`src/rtl/riscv_cache_evict_buffer.sv`:
```
// Single-entry write-back buffer: holds one dirty block and streams it to the BIU as a wrapping burst.
// Optional RV_CACHE_EVICT_FAST_STB_EN: strobe the BIU straight from the evict_* inputs while IDLE.
package riscv_cache_evict_buffer_pkg;
    typedef enum logic [2:0] {BYTE = 3'b000, HWORD, WORD, DWORD, QWORD} biu_size_t;
    typedef enum logic [2:0] {SINGLE = 3'b000, INCR, WRAP4, INCR4, WRAP8, INCR8, WRAP16, INCR16} biu_type_t;
    typedef logic [2:0] biu_prot_t;
endpackage

module riscv_cache_evict_buffer
    import riscv_cache_evict_buffer_pkg::*;
#(
    parameter int XLEN       = 32,
    parameter int PLEN       = XLEN,
    parameter int BLOCK_SIZE = XLEN,
    localparam int BLK_BITS  = 8 * BLOCK_SIZE
) (
    input  logic                clk_i,
    input  logic                rst_ni,
    input  logic                evict_req_i,
    output logic                evict_rdy_o,
    input  logic [PLEN-1:0]     evict_adr_i,
    input  logic [BLK_BITS-1:0] evict_dat_i,
    input  biu_prot_t           evict_prot_i,
    output logic                evict_done_o,
    output logic                evict_err_o,
    input  logic [PLEN-1:0]     lookup_adr_i,
    output logic                in_evictbuf_o,
    output logic [XLEN-1:0]     evictbuf_q_o,
    output logic                biu_stb_o,
    input  logic                biu_stb_ack_i,
    input  logic                biu_d_ack_i,
    output logic [PLEN-1:0]     biu_adri_o,
    output biu_size_t           biu_size_o,
    output biu_type_t           biu_type_o,
    output logic                biu_lock_o,
    output biu_prot_t           biu_prot_o,
    output logic                biu_we_o,
    output logic [XLEN-1:0]     biu_d_o,
    input  logic                biu_ack_i,
    input  logic                biu_err_i
);
    localparam int BURST_SIZE = BLK_BITS / XLEN;
    localparam int BURST_BITS = $clog2(BURST_SIZE);
    localparam int BLK_OFFS   = $clog2(BLOCK_SIZE);
    localparam int WOFFS      = $clog2(XLEN / 8);
    localparam logic [BURST_BITS-1:0] LAST = BURST_BITS'(BURST_SIZE - 1);
    localparam biu_type_t BURST_TYPE = (BURST_SIZE == 4) ? WRAP4 :
                                       (BURST_SIZE == 8) ? WRAP8 : WRAP16;

    typedef enum logic [1:0] {IDLE, WAIT4BIU, BURST} state_t;

    state_t                             state, state_d;
    logic                               valid;
    logic [PLEN-1:0]                    adr_q;
    logic [BURST_SIZE-1:0][XLEN-1:0]    dat_q;
    biu_prot_t                          prot_q;
    logic [BURST_BITS-1:0]              d_cnt, d_cnt_d, ack_cnt, ack_cnt_d;
    logic                               capture, clr_valid;
    logic                               unused_ok;

    assign unused_ok  = ^{evict_adr_i[BLK_OFFS-1:0], lookup_adr_i[WOFFS-1:0]};
    assign biu_size_o = (XLEN == 64) ? DWORD : WORD;
    assign biu_type_o = BURST_TYPE;
    assign biu_lock_o = 1'b0;

    // valid is only cleared on done/err, so lookups still hit in the done cycle
    assign in_evictbuf_o = valid & (lookup_adr_i[PLEN-1:BLK_OFFS] == adr_q[PLEN-1:BLK_OFFS]);
    assign evictbuf_q_o  = dat_q[lookup_adr_i[BLK_OFFS-1:WOFFS]];

    always_comb begin
        state_d      = state;
        d_cnt_d      = d_cnt;
        ack_cnt_d    = ack_cnt;
        capture      = 1'b0;
        clr_valid    = 1'b0;
        evict_rdy_o  = 1'b0;
        evict_done_o = 1'b0;
        evict_err_o  = 1'b0;
        biu_stb_o    = 1'b0;
        biu_we_o     = 1'b0;
        biu_adri_o   = adr_q;
        biu_d_o      = dat_q[d_cnt];
        biu_prot_o   = prot_q;
        unique case (state)
            IDLE: begin
                evict_rdy_o = 1'b1;
                if (evict_req_i) begin
                    capture = 1'b1;
                    state_d = WAIT4BIU;
                    d_cnt_d = '0;
                end
`ifdef RV_CACHE_EVICT_FAST_STB_EN
                biu_stb_o  = evict_req_i;
                biu_we_o   = evict_req_i;
                biu_adri_o = {evict_adr_i[PLEN-1:BLK_OFFS], {BLK_OFFS{1'b0}}};
                biu_d_o    = evict_dat_i[XLEN-1:0];
                biu_prot_o = evict_prot_i;
                if (evict_req_i && biu_stb_ack_i) begin
                    state_d   = BURST;
                    d_cnt_d   = {{(BURST_BITS-1){1'b0}}, biu_d_ack_i};
                    ack_cnt_d = LAST;
                end
`endif
            end
            WAIT4BIU: begin
                biu_stb_o = 1'b1;
                biu_we_o  = 1'b1;
                if (biu_stb_ack_i) begin
                    state_d   = BURST;
                    d_cnt_d   = {{(BURST_BITS-1){1'b0}}, biu_d_ack_i};
                    ack_cnt_d = LAST;
                end
            end
            BURST: begin
                biu_we_o = 1'b1;
                if (biu_d_ack_i && d_cnt != LAST) d_cnt_d = d_cnt + 1'b1;
                if (biu_ack_i) ack_cnt_d = ack_cnt - 1'b1;
                // error wins over a coincident final ack
                if (biu_err_i) begin
                    evict_err_o = 1'b1;
                    clr_valid   = 1'b1;
                    state_d     = IDLE;
                    d_cnt_d     = '0;
                    ack_cnt_d   = '0;
                end else if (biu_ack_i && ack_cnt == '0) begin
                    evict_done_o = 1'b1;
                    clr_valid    = 1'b1;
                    state_d      = IDLE;
                    d_cnt_d      = '0;
                    ack_cnt_d    = '0;
                end
            end
            default: state_d = IDLE;
        endcase
    end

    always_ff @(posedge clk_i or negedge rst_ni) begin
        if (!rst_ni) begin
            state   <= IDLE;
            valid   <= 1'b0;
            adr_q   <= '0;
            dat_q   <= '0;
            prot_q  <= '0;
            d_cnt   <= '0;
            ack_cnt <= '0;
        end else begin
            state   <= state_d;
            d_cnt   <= d_cnt_d;
            ack_cnt <= ack_cnt_d;
            if (capture) begin
                valid  <= 1'b1;
                adr_q  <= {evict_adr_i[PLEN-1:BLK_OFFS], {BLK_OFFS{1'b0}}};
                dat_q  <= evict_dat_i;
                prot_q <= evict_prot_i;
            end else if (clr_valid) begin
                valid <= 1'b0;
            end
        end
    end
endmodule

```
`config.mk`:
```
export PLATFORM = sky130hd
export DESIGN_NAME = riscv_cache_evict_buffer
export DESIGN_NICKNAME = d
export VERILOG_FILES = /design/src/rtl/riscv_cache_evict_buffer.sv
export SDC_FILE = /design/constraint.sdc
export NUM_CORES = 1
export LEC_CHECK = 0
export BUFFER_PORTS_ARGS = -buffer_cell sky130_fd_sc_hd__clkbuf_2
export CAP_MARGIN = 5
export CORE_UTILIZATION = 46
export DETAILED_ROUTE_END_ITERATION = 8
export HOLD_SLACK_MARGIN = 0.03
export PLACE_DENSITY = 0.81
export SYNTH_ARGS = -nofsm -noshare
export SYNTH_HDL_FRONTEND = slang
export SYNTH_SLANG_ARGS = --single-unit
```
`constraint.sdc`:
```
create_clock -name clk_i -period 3.1 [get_ports clk_i]
set_input_delay 0 -clock clk_i [delete_from_list [all_inputs] [get_ports clk_i]]
set_output_delay 0 -clock clk_i [all_outputs]
set_load 0.02 [all_outputs]
```
Word level (Yosys, flattened, before mapping):

Index checks and enable logic that the tools add are counted.

* word-level logic and storage cells: 73
* memories kept: 0
* memory bits (writable): 0
* latch bits: 0
* bits in registers: 295
* ROM bits: 0

* bitwise operators: 1
* $add $sub $neg: 2
* shift-type cells: 0
* reductions and logical operators: 11
* $mul: 0
* equality and inequality tests: 9
* multiplexer cells: 34
* div/mod/pow operators: 0
* magnitude comparators: 2

Operators by type and width (count)
* binary-select mux 32 bit (select 3 bit): 2
* 2-to-1 mux 32 bit: 2
* == test 27 bit: 1
* 2-to-1 mux 3 bit: 9
* 2-to-1 mux 1 bit: 14
* case mux 3 bit (3 select lines): 1
* < comparator 3 x 4 -> 1 bit, second input constant: 2
* 2-to-1 mux 2 bit: 4
* inequality test 4 bit, second input constant: 2
* inequality test 3 bit, second input constant: 2
* case mux 2 bit (3 select lines): 1
* case mux 3 bit (2 select lines): 1
* AND reduction 3 bit: 2
* inequality test 2 bit, second input constant: 2
* AND reduction 4 bit: 1
* nonzero test 2 bit: 2
* adder 3 x 1 -> 3 bit, second input constant: 1
* logical NOT 3 bit: 1
* nonzero test 3 bit: 1
* subtractor 3 x 1 -> 3 bit, second input constant: 1
* == test 2 x 1 -> 1 bit, second input constant: 1
* == test 2 bit, second input constant: 1
* logical AND 1 bit: 2
* logical NOT 2 bit: 1
* other kinds (2): 2

Logic depth before layout (Yosys ltp):

* depth in word-level cells: 7
* depth in mapped cells: 7

Worst setup path after synthesis:

Ideal clock, no wire load.

* path type: register to register
* start point: reg state[0]
* end point: reg adr_q[10], in the netlist biu_adri_o[10]
* path buffers: 2
* path slack: 1.208 ns
* cell stages (with the launch flop): 7
* required time: 2.975 ns
* arrival time: 1.767 ns
* cell sequence: dfrtp_1 inv_1 ha_1 nand2_1 clkbuf_1 buf_2 mux2_2

* longest elaborated chain between the ends: 2

RTL lines
* start, declared: line 52 `state_t state, state_d;`
* start signal, assigned: line 147 `state <= state_d;`
* logical NOT 2 bit: line 84 `unique case (state)`
* 2-to-1 mux 1 bit: line 84
* end signal, assigned: line 152 `adr_q <= {evict_adr_i[PLEN-1:BLK_OFFS], {BLK_OFFS{1'b0}}};`
* end, declared: line 54 `logic [PLEN-1:0] adr_q;`

Every way passes these cells.
A chain may end at the register's enable or synchronous reset.

Worst setup path in the final report:

* start point: reg d_cnt[0]
* end point: out biu_d_o[21]

* longest elaborated chain between the ends: 2

RTL lines
* start, declared: line 57 `logic [BURST_BITS-1:0] d_cnt, d_cnt_d, ack_cnt, ack_cnt_d;`
* start signal, assigned: line 148 `d_cnt <= d_cnt_d;`
* binary-select mux 32 bit (select 3 bit): line 82 `biu_d_o = dat_q[d_cnt];`
* 2-to-1 mux 32 bit (implied by the code): line 82
* end, declared: line 38 `output logic [XLEN-1:0] biu_d_o,`

Every way passes these cells. The select of a mux whose other input is x is not followed.

==> impl_metrics.csv <==
group,metric,value,unit
outcome,outcome,"completed",
yosys,synth_top_area_share,47.5,%
layout,drive_gt1_share,52.3,%
sta,rsz0062_at_grt,"false",
die,io_pins,442,
cts,clk_pin_slew,60,ps
sta,finalClockSkew,16.1,ps
sta,fmax,0.376,GHz
yosys,syn-mean-instance-area,15.4,um2
route,avgRoutedWirePerCell,23.3,um
worst_setup_path,worstPathCellList,"buf_12, mux4_2, nand2_1, nand2_1, clkbuf_2",
worst_setup_path,worst_setup_path_end_kind,"primary output",
layout,multiInputGateArea,7680,um2
route,drcViolationCount,0,
route,num_vias,12228,
die,die_area,34500,um2
die,dieWidth,186,um
die,initial_core_util,47.3,%
route,dr.pass1.iters,5,
yosys,syn_area,15500,um2
sta,period_minus_slack,2660,ps
sta,worst_pin_slew,1040,ps
global_route,grt_antenna_before_repair,7,
worst_setup_path,cpMostUsedCell,"nand2_1",
worst_setup_path,cp_data_arrival_time,2660,ps
cts,cts_num_sinks,295,
power,power,20.0,mW
yosys,syn_inst,1011,
sta,slew_viol_final,0,
place,dp_hpwl,29.4,mm
die,design.core.area,32900,um2
worst_setup_path,cp_max_fo,32,
yosys,yosysTopAreaCell,"dfrtp_1",
route,drt-total-wl,51.2,mm
sta,min_period_over_period,85.8,%
power,p_leak,10.0,nW
global_route,grt_pass1_vias,13902,
global_route,grt_max_degree,109,
yosys,synth_cell_types,30,
layout,mostFrequentLayoutCells,"419 x clkbuf_2, 305 x dlygate4sd3_1, 303 x mux2_2, 292 x dfrtp_1, 100 x nand2_1",
sta,slew_headroom,30.4,%
sta,hold_violations,0,
global_route,grt_overflow,0,
route,vias_per_cell,5.57,
worst_setup_path,required,3100,ps
run,drv_cap,0,
sta,timing.setup.tns,0,ps
route,drt-initial-drc-count,625,
place,gp_congestion,0.836,
cts,htree_levels,1,
die,placementRows,66,
sta,setup_viol,0,
worst_setup_path,rrSetupSlack,490,ps
cts,cts_made_buffers,31,
layout,seq_area,7390,um2
yosys,synth.ff_latch_count,295,
worst_setup_path,crit_type,"flip-flop to primary output",
layout,finalNetCount,2062,
route,ant_nets,0,
cts,cts_buffer_depth,3,
worst_setup_path,slowest_delay,650,ps
layout,layout_commonest_cell,"clkbuf_2",
yosys,synth-seq-area-share,47.5,%
layout,syn_to_final_growth,42.6,%
yosys,synthTopCellsByArea,"dfrtp_1 48%, mux2_2 22%, mux4_2 14%, mux4_1 5.2%, nand2_1 2.4%",
power,power_density,905,nW/um2
cts,cts_tree,"yes",
cts,cts-root-buf,"clkbuf_16",
worst_setup_path,start_kind,"flip-flop",
layout,num-fill-cells,2107,
worst_setup_path,crit_slowest_cell,"dfrtp_4",
cts,clkLatencyLatePin,570,ps
yosys,yosys_warnings,0,
die,chipHeight,186,um
global_route,grt_pass1_wl,76.5,mm
hold_path,hp-class,"input port to flip-flop",
power,ir_drop,0.000621,V
global_route,grtUsageTotal,29.5,%
place,port_buffers,422,
[logic make-up (layout without fill, tap and decap cells)]
group / count (synthesis) / count (layout) / synth area share [%]
multiplexers: 451 / 451 / 43.1
XOR/XNOR: 27 / 27 / 1.52
AND/OR/NAND/NOR: 123 / 123 / 3.25
buffers and inverters: 91 / 813 / 3.30
flip-flops: 295 / 295 / 47.5
adder cells (fa/ha/maj): 10 / 10 / 0.805
AO/OA/AOI/OAI: 12 / 12 / 0.443
other: 2 / 21 / 0.0483
[registers in the layout, indices dropped and copies added, names as in the netlist]
signal,flops
state,2
biu_adri_o,27
d_cnt,3
dat_q,256
valid,1
ack_cnt,3
biu_prot_o,3
[through the flow]
| step | instance area (um2) | utilization (%) | worst slack, ps | cells | hold slack, ps |
|---|---|---|---|---|---|
| 4_1_cts | 22100 | 67.3 | 478 | 2185 | 44.8 |
| 3_5_place_dp | 18100 | 55.0 | 943 | 1826 | 141 |
| 3_3_place_gp | 18100 | 55.0 | 1000 | 1826 | 127 |
| 6_report | 22200 | 67.4 | 441 | 2194 | 91.3 |
| 5_1_grt | 22200 | 67.4 | 254 | 2193 | 128 |
| 2_1_floorplan | 15600 | - | 1210 | 1021 | -296 |
[cell usage after synthesis]
cell,n
a211o_1,1
a21o_1,1
a21oi_1,4
and2_1,2
buf_1,8
buf_12,1
buf_2,37
buf_4,17
buf_6,6
clkbuf_1,13
conb_1,2
dfrtp_1,295
ha_1,10
inv_1,9
mux2_2,303
mux2_4,17
mux2i_1,3
mux4_1,31
mux4_2,97
nand2_1,101
nand2b_1,3
nand3_1,2
nand4_1,7
nor2_1,5
nor3b_1,1
nor4_1,1
o211ai_1,1
o21ai_0,5
or4_1,1
xnor2_1,27
[routing by layer]
metal | part of all wire, % | GRT usage (%) | up-vias
li1 | - | - | 5220
met4 | 6.8 | 20.3 | 0
met3 | 6.9 | 6.40 | 205
met2 | 51 | 51.8 | 636
met1 | 35 | 31.8 | 6167
met5 | 0 | 0 | -
[critical path: cells and delay by family (launching register included)]
family	cells	cell delay (ps)
mux	1	550
buf+inv	2	540
simple gates	2	320
flops	1	650
[final timing paths]
| check | startpoint | endpoint | cells after the start |
|---|---|---|---|
| max reg2reg | state[0] | d_cnt[1] | 8 |
| max | d_cnt[0] | biu_d_o[21] | 5 |
| min reg2reg | valid | valid | 2 |
| min in group asynchronous | rst_ni | dat_q[155] | 2 |
| min | evict_req_i | state[0] | 4 |
| max in group asynchronous | rst_ni | dat_q[164] | 3 |
[power breakdown]
group / internal, mW / total (mW) / switching [mW]
clock: 2.19 / 3.72 / 1.54
combinational: 4.95 / 8.79 / 3.85
sequential: 5.84 / 7.54 / 1.70
[cell type report]
class | instances | area share (%)
flip-flops and latches | 295 | 33.4
multi-input cells | 635 | 34.7
clock inverters | 5 | 0.367
well taps | 442 | 2.50
diodes | 9 | 0.102
repair buffers | 750 | 24.7
clock buffers | 49 | 4.17
inverters | 9 | 0.152
[timing repair]
item                                    in CTS  in global routing
buffers inserted                             0                  0
hold endpoints to repair                   395                  0
endpoints found under the setup margin       0                  0
gates resized for setup                      0                  0
hold buffers                               305                  0
Power figures use the tool's default switching activity.
